### config.mk
export PLATFORM = sky130hd
export DESIGN_NAME = sm83_alu_seq
export DESIGN_NICKNAME = d
export VERILOG_FILES = /design/src/rtl/sm83_alu_pkg.sv /design/src/rtl/alu_slice.sv /design/src/rtl/sm83_alu_seq.sv
export SDC_FILE = /design/constraint.sdc
export NUM_CORES = 1
export LEC_CHECK = 0
export BUFFER_PORTS_ARGS = -buffer_cell sky130_fd_sc_hd__buf_2
export CAP_MARGIN = 20
export CORE_UTILIZATION = 60
export CTS_BUF_LIST = sky130_fd_sc_hd__clkbuf_4 sky130_fd_sc_hd__clkbuf_8 sky130_fd_sc_hd__clkbuf_16
export CTS_CLUSTER_SIZE = 28
export DETAILED_ROUTE_END_ITERATION = 10
export GPL_TIMING_DRIVEN = 0
export PLACE_DENSITY = 0.82
export SLEW_MARGIN = 20
export SYNTH_ARGS = -nofsm -noshare
export SYNTH_HDL_FRONTEND = slang
export SYNTH_SLANG_ARGS = --single-unit
### constraint.sdc
create_clock -name CLK -period 7.9 [get_ports CLK]
set_input_delay 0.395 -clock CLK [delete_from_list [all_inputs] [get_ports CLK]]
set_output_delay 0.395 -clock CLK [all_outputs]
set_load 0.01 [all_outputs]
### src/rtl/sm83_alu_pkg.sv
`default_nettype none
// ============================================================================
// Module   : sm83_alu_pkg
// Purpose  : Opcode and FSM encodings, flag indices and opcode-class helpers
//            shared by the sequential SM83 ALU.
// Revision : 1.0 - initial release
// ============================================================================
package sm83_alu_pkg;

    typedef enum logic [4:0] {
        OP_ADD  = 5'd0,  OP_ADC  = 5'd1,  OP_SUB  = 5'd2,  OP_SBC = 5'd3,
        OP_AND  = 5'd4,  OP_XOR  = 5'd5,  OP_OR   = 5'd6,  OP_CP  = 5'd7,
        OP_RLC  = 5'd8,  OP_RRC  = 5'd9,  OP_RL   = 5'd10, OP_RR  = 5'd11,
        OP_SLA  = 5'd12, OP_SRA  = 5'd13, OP_SWAP = 5'd14, OP_SRL = 5'd15,
        OP_BIT  = 5'd16, OP_RES  = 5'd17, OP_SET  = 5'd18, OP_DAA = 5'd19,
        OP_INC  = 5'd20, OP_DEC  = 5'd21
    } alu_op_t;

    typedef enum logic [1:0] {
        ST_IDLE = 2'd0,
        ST_EXEC = 2'd1,
        ST_DONE = 2'd2
    } alu_state_t;

    localparam int FLAG_Z = 3;
    localparam int FLAG_N = 2;
    localparam int FLAG_H = 1;
    localparam int FLAG_C = 0;

    // Ops that run through the slice adder, one slice per EXEC cycle
    function automatic logic op_is_serial(input logic [4:0] op);
        case (op)
            OP_ADD, OP_ADC, OP_SUB, OP_SBC, OP_CP, OP_INC, OP_DEC: op_is_serial = 1'b1;
            default:                                              op_is_serial = 1'b0;
        endcase
    endfunction

    function automatic logic op_is_sub(input logic [4:0] op);
        case (op)
            OP_SUB, OP_SBC, OP_CP, OP_DEC: op_is_sub = 1'b1;
            default:                       op_is_sub = 1'b0;
        endcase
    endfunction

endpackage
`default_nettype wire

### src/rtl/alu_slice.sv
`default_nettype none
// ============================================================================
// Module   : alu_slice
// Purpose  : S-bit add/subtract slice with carry-in, carry-out and the carry
//            out of bit 3. Carry/borrow are true (borrow=1 means borrow).
// Revision : 1.0 - initial release
// ============================================================================
module alu_slice #(
    parameter int S = 4
) (
    input  logic [S-1:0] i_a,
    input  logic [S-1:0] i_b,
    input  logic         i_sub,
    input  logic         i_cin,
    output logic [S-1:0] o_sum,
    output logic         o_cout,
    output logic         o_h
);

    logic [S-1:0] w_b;
    logic         w_ci;
    logic [S:0]   w_full;
    logic         w_c4;

    // Subtraction as a + ~b + ~borrow; carry outputs are inverted back to borrows
    assign w_b    = i_sub ? ~i_b : i_b;
    assign w_ci   = i_cin ^ i_sub;
    assign w_full = {1'b0, i_a} + {1'b0, w_b} + {{S{1'b0}}, w_ci};

    generate
        if (S == 4) begin : g_h_top
            assign w_c4 = w_full[4];
        end else begin : g_h_mid
            assign w_c4 = w_full[4] ^ i_a[4] ^ w_b[4];
        end
    endgenerate

    assign o_sum  = w_full[S-1:0];
    assign o_cout = w_full[S] ^ i_sub;
    assign o_h    = w_c4 ^ i_sub;

endmodule
`default_nettype wire

### src/rtl/sm83_alu_seq.sv
`default_nettype none
// ============================================================================
// Module   : sm83_alu_seq
// Purpose  : Multi-cycle SM83 ALU; add/sub family runs serially in S-bit
//            slices, everything else completes in a single EXEC cycle.
// Revision : 1.0 - initial release
// ============================================================================
module sm83_alu_seq
    import sm83_alu_pkg::*;
#(
    parameter int W = 8,
    parameter int S = 4
) (
    input  logic                 CLK,
    input  logic                 nRESET,
    input  logic                 req,
    input  logic [4:0]           op,
    input  logic [$clog2(W)-1:0] bitsel,
    input  logic [W-1:0]         a,
    input  logic [W-1:0]         b,
    input  logic [3:0]           flags_in,
    output logic                 ack,
    output logic                 busy,
    output logic                 done,
    output logic [W-1:0]         res,
    output logic [3:0]           flags,
    output logic [3:0]           flags_we
);

    localparam int NS = W / S;
    localparam int CW = (NS > 1) ? $clog2(NS) : 1;
    localparam int BW = $clog2(W);

    generate
        if ((W % 4 != 0) || (W < 8) || (S % 4 != 0) || (S < 4) || (W % S != 0)) begin : g_bad_params
            $error("sm83_alu_seq: illegal W/S combination");
        end
    endgenerate

    alu_state_t     r_state, w_state_nxt;
    logic [W-1:0]   r_a, r_b, r_acc;
    logic [4:0]     r_op;
    logic [BW-1:0]  r_bitsel;
    logic [3:0]     r_fin;
    logic [CW-1:0]  r_cnt;
    logic           r_carry, r_h;

    logic [S-1:0]   w_sa, w_sb, w_sum;
    logic           w_cout, w_hc, w_hf;
    logic           w_serial, w_sub, w_last, w_cin0;
    logic [W-1:0]   w_acc_next, w_val, w_res, w_mask;
    logic           w_bit, w_z, w_n, w_hn, w_c;
    logic [3:0]     w_we, w_new, w_flags;
    logic           w_daa_n, w_daa_cc, w_daa_hc;
    logic [7:0]     w_daa_corr, w_daa;

    assign w_serial = op_is_serial(r_op);
    assign w_sub    = op_is_sub(r_op);
    assign w_last   = !w_serial || (r_cnt == CW'(NS - 1));
    assign w_cin0   = (op == OP_ADC || op == OP_SBC) ? flags_in[FLAG_C]
                                                     : (op == OP_INC || op == OP_DEC);

    assign w_sa = S'(r_a >> (r_cnt * S));
    assign w_sb = S'(r_b >> (r_cnt * S));

    alu_slice #(.S(S)) u_slice (
        .i_a    (w_sa),
        .i_b    (w_sb),
        .i_sub  (w_sub),
        .i_cin  (r_carry),
        .o_sum  (w_sum),
        .o_cout (w_cout),
        .o_h    (w_hc)
    );

    // New slice enters at the top; after NS cycles the LSB slice sits at bit 0
    assign w_acc_next = (r_acc >> S) | (W'(w_sum) << (W - S));
    assign w_hf       = (r_cnt == '0) ? w_hc : r_h;

    assign w_mask = W'(1) << r_bitsel;
    assign w_bit  = |(r_a & w_mask);

    // DAA correction works on the low byte only
    assign w_daa_n    = r_fin[FLAG_N];
    assign w_daa_cc   = r_fin[FLAG_C] | (~w_daa_n & (r_a[7:0] > 8'h99));
    assign w_daa_hc   = r_fin[FLAG_H] | (~w_daa_n & (r_a[3:0] > 4'h9));
    assign w_daa_corr = {1'b0, w_daa_cc, w_daa_cc, 2'b00, w_daa_hc, w_daa_hc, 1'b0};
    assign w_daa      = w_daa_n ? (r_a[7:0] - w_daa_corr) : (r_a[7:0] + w_daa_corr);

    always_comb begin
        w_val = r_a;
        w_n   = 1'b0;
        w_hn  = 1'b0;
        w_c   = 1'b0;
        w_we  = 4'b0000;
        case (r_op)
            OP_ADD, OP_ADC, OP_SUB, OP_SBC, OP_CP: begin
                w_val = w_acc_next; w_n = w_sub; w_hn = w_hf; w_c = w_cout; w_we = 4'b1111;
            end
            OP_INC, OP_DEC: begin
                w_val = w_acc_next; w_n = w_sub; w_hn = w_hf; w_we = 4'b1110;
            end
            OP_AND:  begin w_val = r_a & r_b; w_hn = 1'b1; w_we = 4'b1111; end
            OP_XOR:  begin w_val = r_a ^ r_b; w_we = 4'b1111; end
            OP_OR:   begin w_val = r_a | r_b; w_we = 4'b1111; end
            OP_RLC:  begin w_val = {r_a[W-2:0], r_a[W-1]};      w_c = r_a[W-1]; w_we = 4'b1111; end
            OP_RRC:  begin w_val = {r_a[0], r_a[W-1:1]};        w_c = r_a[0];   w_we = 4'b1111; end
            OP_RL:   begin w_val = {r_a[W-2:0], r_fin[FLAG_C]}; w_c = r_a[W-1]; w_we = 4'b1111; end
            OP_RR:   begin w_val = {r_fin[FLAG_C], r_a[W-1:1]}; w_c = r_a[0];   w_we = 4'b1111; end
            OP_SLA:  begin w_val = {r_a[W-2:0], 1'b0};          w_c = r_a[W-1]; w_we = 4'b1111; end
            OP_SRA:  begin w_val = {r_a[W-1], r_a[W-1:1]};      w_c = r_a[0];   w_we = 4'b1111; end
            OP_SWAP: begin w_val = {r_a[W/2-1:0], r_a[W-1:W/2]}; w_we = 4'b1111; end
            OP_SRL:  begin w_val = {1'b0, r_a[W-1:1]};          w_c = r_a[0];   w_we = 4'b1111; end
            OP_BIT:  begin w_hn = 1'b1; w_we = 4'b1110; end
            OP_RES:  w_val = r_a & ~w_mask;
            OP_SET:  w_val = r_a | w_mask;
            OP_DAA:  begin
                w_val = (r_a & ~W'(8'hFF)) | W'(w_daa); w_c = w_daa_cc; w_we = 4'b1011;
            end
            default: ;
        endcase
    end

    // Masked-off flag bits carry the captured flags_in through unchanged
    assign w_z     = (r_op == OP_BIT) ? ~w_bit : (w_val == '0);
    assign w_res   = (r_op == OP_CP) ? r_a : w_val;
    assign w_new   = {w_z, w_n, w_hn, w_c};
    assign w_flags = (w_new & w_we) | (r_fin & ~w_we);

    always_ff @(posedge CLK or negedge nRESET) begin
        if (!nRESET) begin
            r_state <= ST_IDLE;
        end else begin
            r_state <= w_state_nxt;
        end
    end

    always_comb begin
        w_state_nxt = r_state;
        ack         = 1'b0;
        busy        = 1'b0;
        done        = 1'b0;
        case (r_state)
            ST_IDLE: begin
                ack = 1'b1;
                if (req) w_state_nxt = ST_EXEC;
            end
            ST_EXEC: begin
                busy = 1'b1;
                if (w_last) w_state_nxt = ST_DONE;
            end
            ST_DONE: begin
                busy        = 1'b1;
                done        = 1'b1;
                w_state_nxt = ST_IDLE;
            end
            default: w_state_nxt = ST_IDLE;
        endcase
    end

    always_ff @(posedge CLK or negedge nRESET) begin
        if (!nRESET) begin
            r_a      <= '0;
            r_b      <= '0;
            r_acc    <= '0;
            r_op     <= '0;
            r_bitsel <= '0;
            r_fin    <= '0;
            r_cnt    <= '0;
            r_carry  <= 1'b0;
            r_h      <= 1'b0;
            res      <= '0;
            flags    <= '0;
            flags_we <= '0;
        end else begin
            case (r_state)
                ST_IDLE: begin
                    if (req) begin
                        r_a      <= a;
                        r_b      <= (op == OP_INC || op == OP_DEC) ? '0 : b;
                        r_op     <= op;
                        r_bitsel <= bitsel;
                        r_fin    <= flags_in;
                        r_carry  <= w_cin0;
                        r_cnt    <= '0;
                        r_acc    <= '0;
                    end
                end
                ST_EXEC: begin
                    if (w_serial) begin
                        r_acc   <= w_acc_next;
                        r_carry <= w_cout;
                        if (r_cnt == '0) r_h <= w_hc;
                        r_cnt   <= w_last ? '0 : r_cnt + CW'(1);
                    end
                    if (w_last) begin
                        res      <= w_res;
                        flags    <= w_flags;
                        flags_we <= w_we;
                    end
                end
                default: ;
            endcase
        end
    end

endmodule
`default_nettype wire

==> out/qor.txt <==
CP startpoint kind = register
Cts repair resizes = 0
# DRC = 0
# fillers = 625
Clock skew = 0.00721 ns
Num CTS Buffers = 5
Final ANT Viol Nets = 0
Post-synth EDFFs = 0
Setup TNS = 0 ns
Synth warn = 0
# rows = 30
Number of setup buffers added after CTS = 0
H-tree depth = 2
Syn avg cell area = 8.70 µm²
Number of global-route vias before repair = 3979
Initial DRT Pass Iterations = 6
Dominant synthesized flop cell = dfrtp_1
Area occupied by multi-input gates = 2760 µm²
Worst Path Max Fanout = 10
Setup slack at placement = 3.34 ns
Synth Cell Area = 4340 µm²
Slew Viols, Final = 0
Synth Register Bits = 52
Reg area = 1300 µm²
Mapped Cells = 499
Max-cap violation count = 0
Die width = 87.0 µm
Root Buffer = clkbuf_8
Clock Latency Late Sink = 0.31 ns
Max Clk Rate = 0.211 GHz
Kind of end point of the critical path = register
Port bufs = 49
GRT Total Usage = 38.2%
Height of the die = 87.0 µm
Total congestion overflow = 0
I/O pin total = 50
RSZ-0062 raised after global routing = false
Final hold vios = 0
Clk sink count = 52
Most frequent cells in the layout = 57 x buf_2, 52 x dfrtp_1, 38 x nand2_1, 30 x o21ai_0, 27 x nor2_1
Sequential share of the synthesized area = 30.0%
Relative slew slack = 45.2%
Routed WL per cell = 21.4 µm
Period Utilization, post-route = 60.0%
Synth Net Count = 547
DR vias = 4392
Final worst setup slack = 3.16 ns
Clk buf depth = 2
TritonCTS clock tree = yes
NumNets Final = 603
CP arrival = 4.91 ns
RD Place Congestion = 1.05
Die area = 7580 µm²
Crit. Startpoint = r_op[0]$_DFFE_PN0P_
Outcome = complete, no violations
Layout area overhead = 10.4%
Critical path class = reg2reg
Core ar. = 6910 µm²
Reg-to-Reg Start = r_op[0]$_DFFE_PN0P_
Initial antenna violation count = 0
Clock period minus worst slack = 4.74 ns
Worst Hold Class = in2async
Initial Util = 62.8%
Least-Margin Pin Slew = 0.820 ns
Largest net degree at the start of global routing = 53
Via density = 6.75
Global-route wire length before repair = 21.5 mm
Detailed placer's ending HPWL = 10.4 mm
Endpoints failing setup = 0
Initial DRC Count = 631
DRT Wirelength = 13.9 mm
Critical path required time = 8.07 ns
Worst-path clk slew = 0.09 ns
Hold buffer count at cts = 0
Most common cell after layout, fill and taps aside = buf_2
Synth cell types = 81
Layout cells sized above 1 = 20.4%
# diodes = 0
Async SR Flop Fraction = 100%
-- worst max-delay path, cell delays in order, from the launching register on --
cell and delay [ns]:
dfrtp_1 0.34, buf_2 0.20, clkbuf_1 0.46, buf_2 0.33, buf_2 0.31, a21oi_1 0.13
nor2_2 0.40, xor2_1 0.17, fa_1 0.49, fa_1 0.42, xnor2_1 0.17, a222oi_1 0.37
and4_1 0.30, nand2_1 0.08, a221oi_1 0.31, o31ai_1 0.11
-- cell families after synthesis --
family	count (synthesis)	synth area share, %
flops	52	30.0
fa+ha+maj	17	5.42
compound gates	148	24.6
xor+xnor	16	3.23
simple gates	163	21.1
mux	37	9.28
buf+inv	66	6.43
-- final timing paths --
kind                       slack (ns)                      end  cells past startpoint
max in group asynchronous        7.34       res[6]$_DFFE_PN0P_                      1
min                              0.11   r_state[0]$_DFFE_PN0P_                      1
max reg2reg                      3.16       res[6]$_DFFE_PN0P_                     15
min reg2reg                      0.48  flags_we[0]$_DFFE_PN0P_                      2
max                              3.16       res[6]$_DFFE_PN0P_                     15
min in group CLK                 0.29       r_b[5]$_DFFE_PN0P_                      2
-- routing by layer --
metal  share of wire, %  GRT usage (%)  vias up
met4                5.5           17.0        0
met2                 44           59.6      312
met1                 39           49.9     2049
li1                   -              -     1961
met3                 12           9.86       70
met5                  0              0        -
-- area by class of cell --
class / count / area share (%)
multi-input cells: 381 / 57.6
clock buffers: 6 / 1.59
plain buffers: 43 / 4.02
inverters: 23 / 1.80
flip-flops and latches: 52 / 27.2
repair buffers: 49 / 5.17
well taps: 96 / 2.51
clock inverters: 1 / 0.105
-- Yosys cell counts, types with 3 or more instances --
master | number | share of area (%)
nand3b_1 | 7 | 1.2
mux2i_1 | 11 | 2.5
a211oi_1 | 4 | 0.69
nor3b_1 | 10 | 1.7
nand2_1 | 38 | 3.3
or3b_2 | 3 | 0.61
nand4_1 | 6 | 0.87
o2111ai_1 | 3 | 0.61
a21o_1 | 6 | 1.0
o21ai_1 | 7 | 0.81
nand3_1 | 12 | 1.4
buf_1 | 3 | 0.26
o22ai_1 | 4 | 0.58
xnor2_1 | 8 | 1.6
o21bai_1 | 4 | 0.69
or3_1 | 3 | 0.43
ha_1 | 14 | 4.0
mux2_2 | 25 | 6.5
o32ai_1 | 6 | 1.2
o31ai_1 | 6 | 1.0
a22o_1 | 10 | 2.0
a32oi_1 | 4 | 0.81
o21a_1 | 3 | 0.52
clkbuf_1 | 26 | 2.2
fa_1 | 3 | 1.4
a21oi_1 | 17 | 2.0
o21ai_0 | 30 | 3.5
nor3_1 | 12 | 1.4
o22a_1 | 3 | 0.61
and2_1 | 4 | 0.58
xor2_1 | 8 | 1.6
dfrtp_1 | 52 | 30
nor2_1 | 27 | 2.3
inv_1 | 23 | 2.0
o211ai_1 | 3 | 0.52
o31a_1 | 4 | 0.81
a22oi_1 | 7 | 1.2
nand2b_1 | 5 | 0.72
nor2b_1 | 11 | 1.6
buf_4 | 3 | 0.52
a31oi_1 | 5 | 0.72
buf_2 | 9 | 1.0
-- state kept, by name, indices dropped and copies added (netlist names) --
| signal | count |
|---|---|
| flags | 4 |
| flags_we | 3 |
| r_a | 8 |
| r_acc | 4 |
| r_b | 8 |
| r_bitsel | 3 |
| r_carry | 1 |
| r_cnt | 1 |
| r_fin | 4 |
| r_h | 1 |
| r_op | 5 |
| r_state | 2 |
| res | 8 |
-- through the flow --
stage	cells	cell area (µm²)	hold slack, ns	utilization (%)
global route	651	4790	0.166	69.3
detailed placement	644	4710	0.465	68.2
global placement	644	4700	0.457	68.1
floorplan	499	4340	0.0994	-
finish	651	4790	0.108	69.3
CTS	651	4790	0.142	69.3
Power is not shown: default switching activity piles up to over one toggle a cycle in this logic, so the estimate is an artifact.
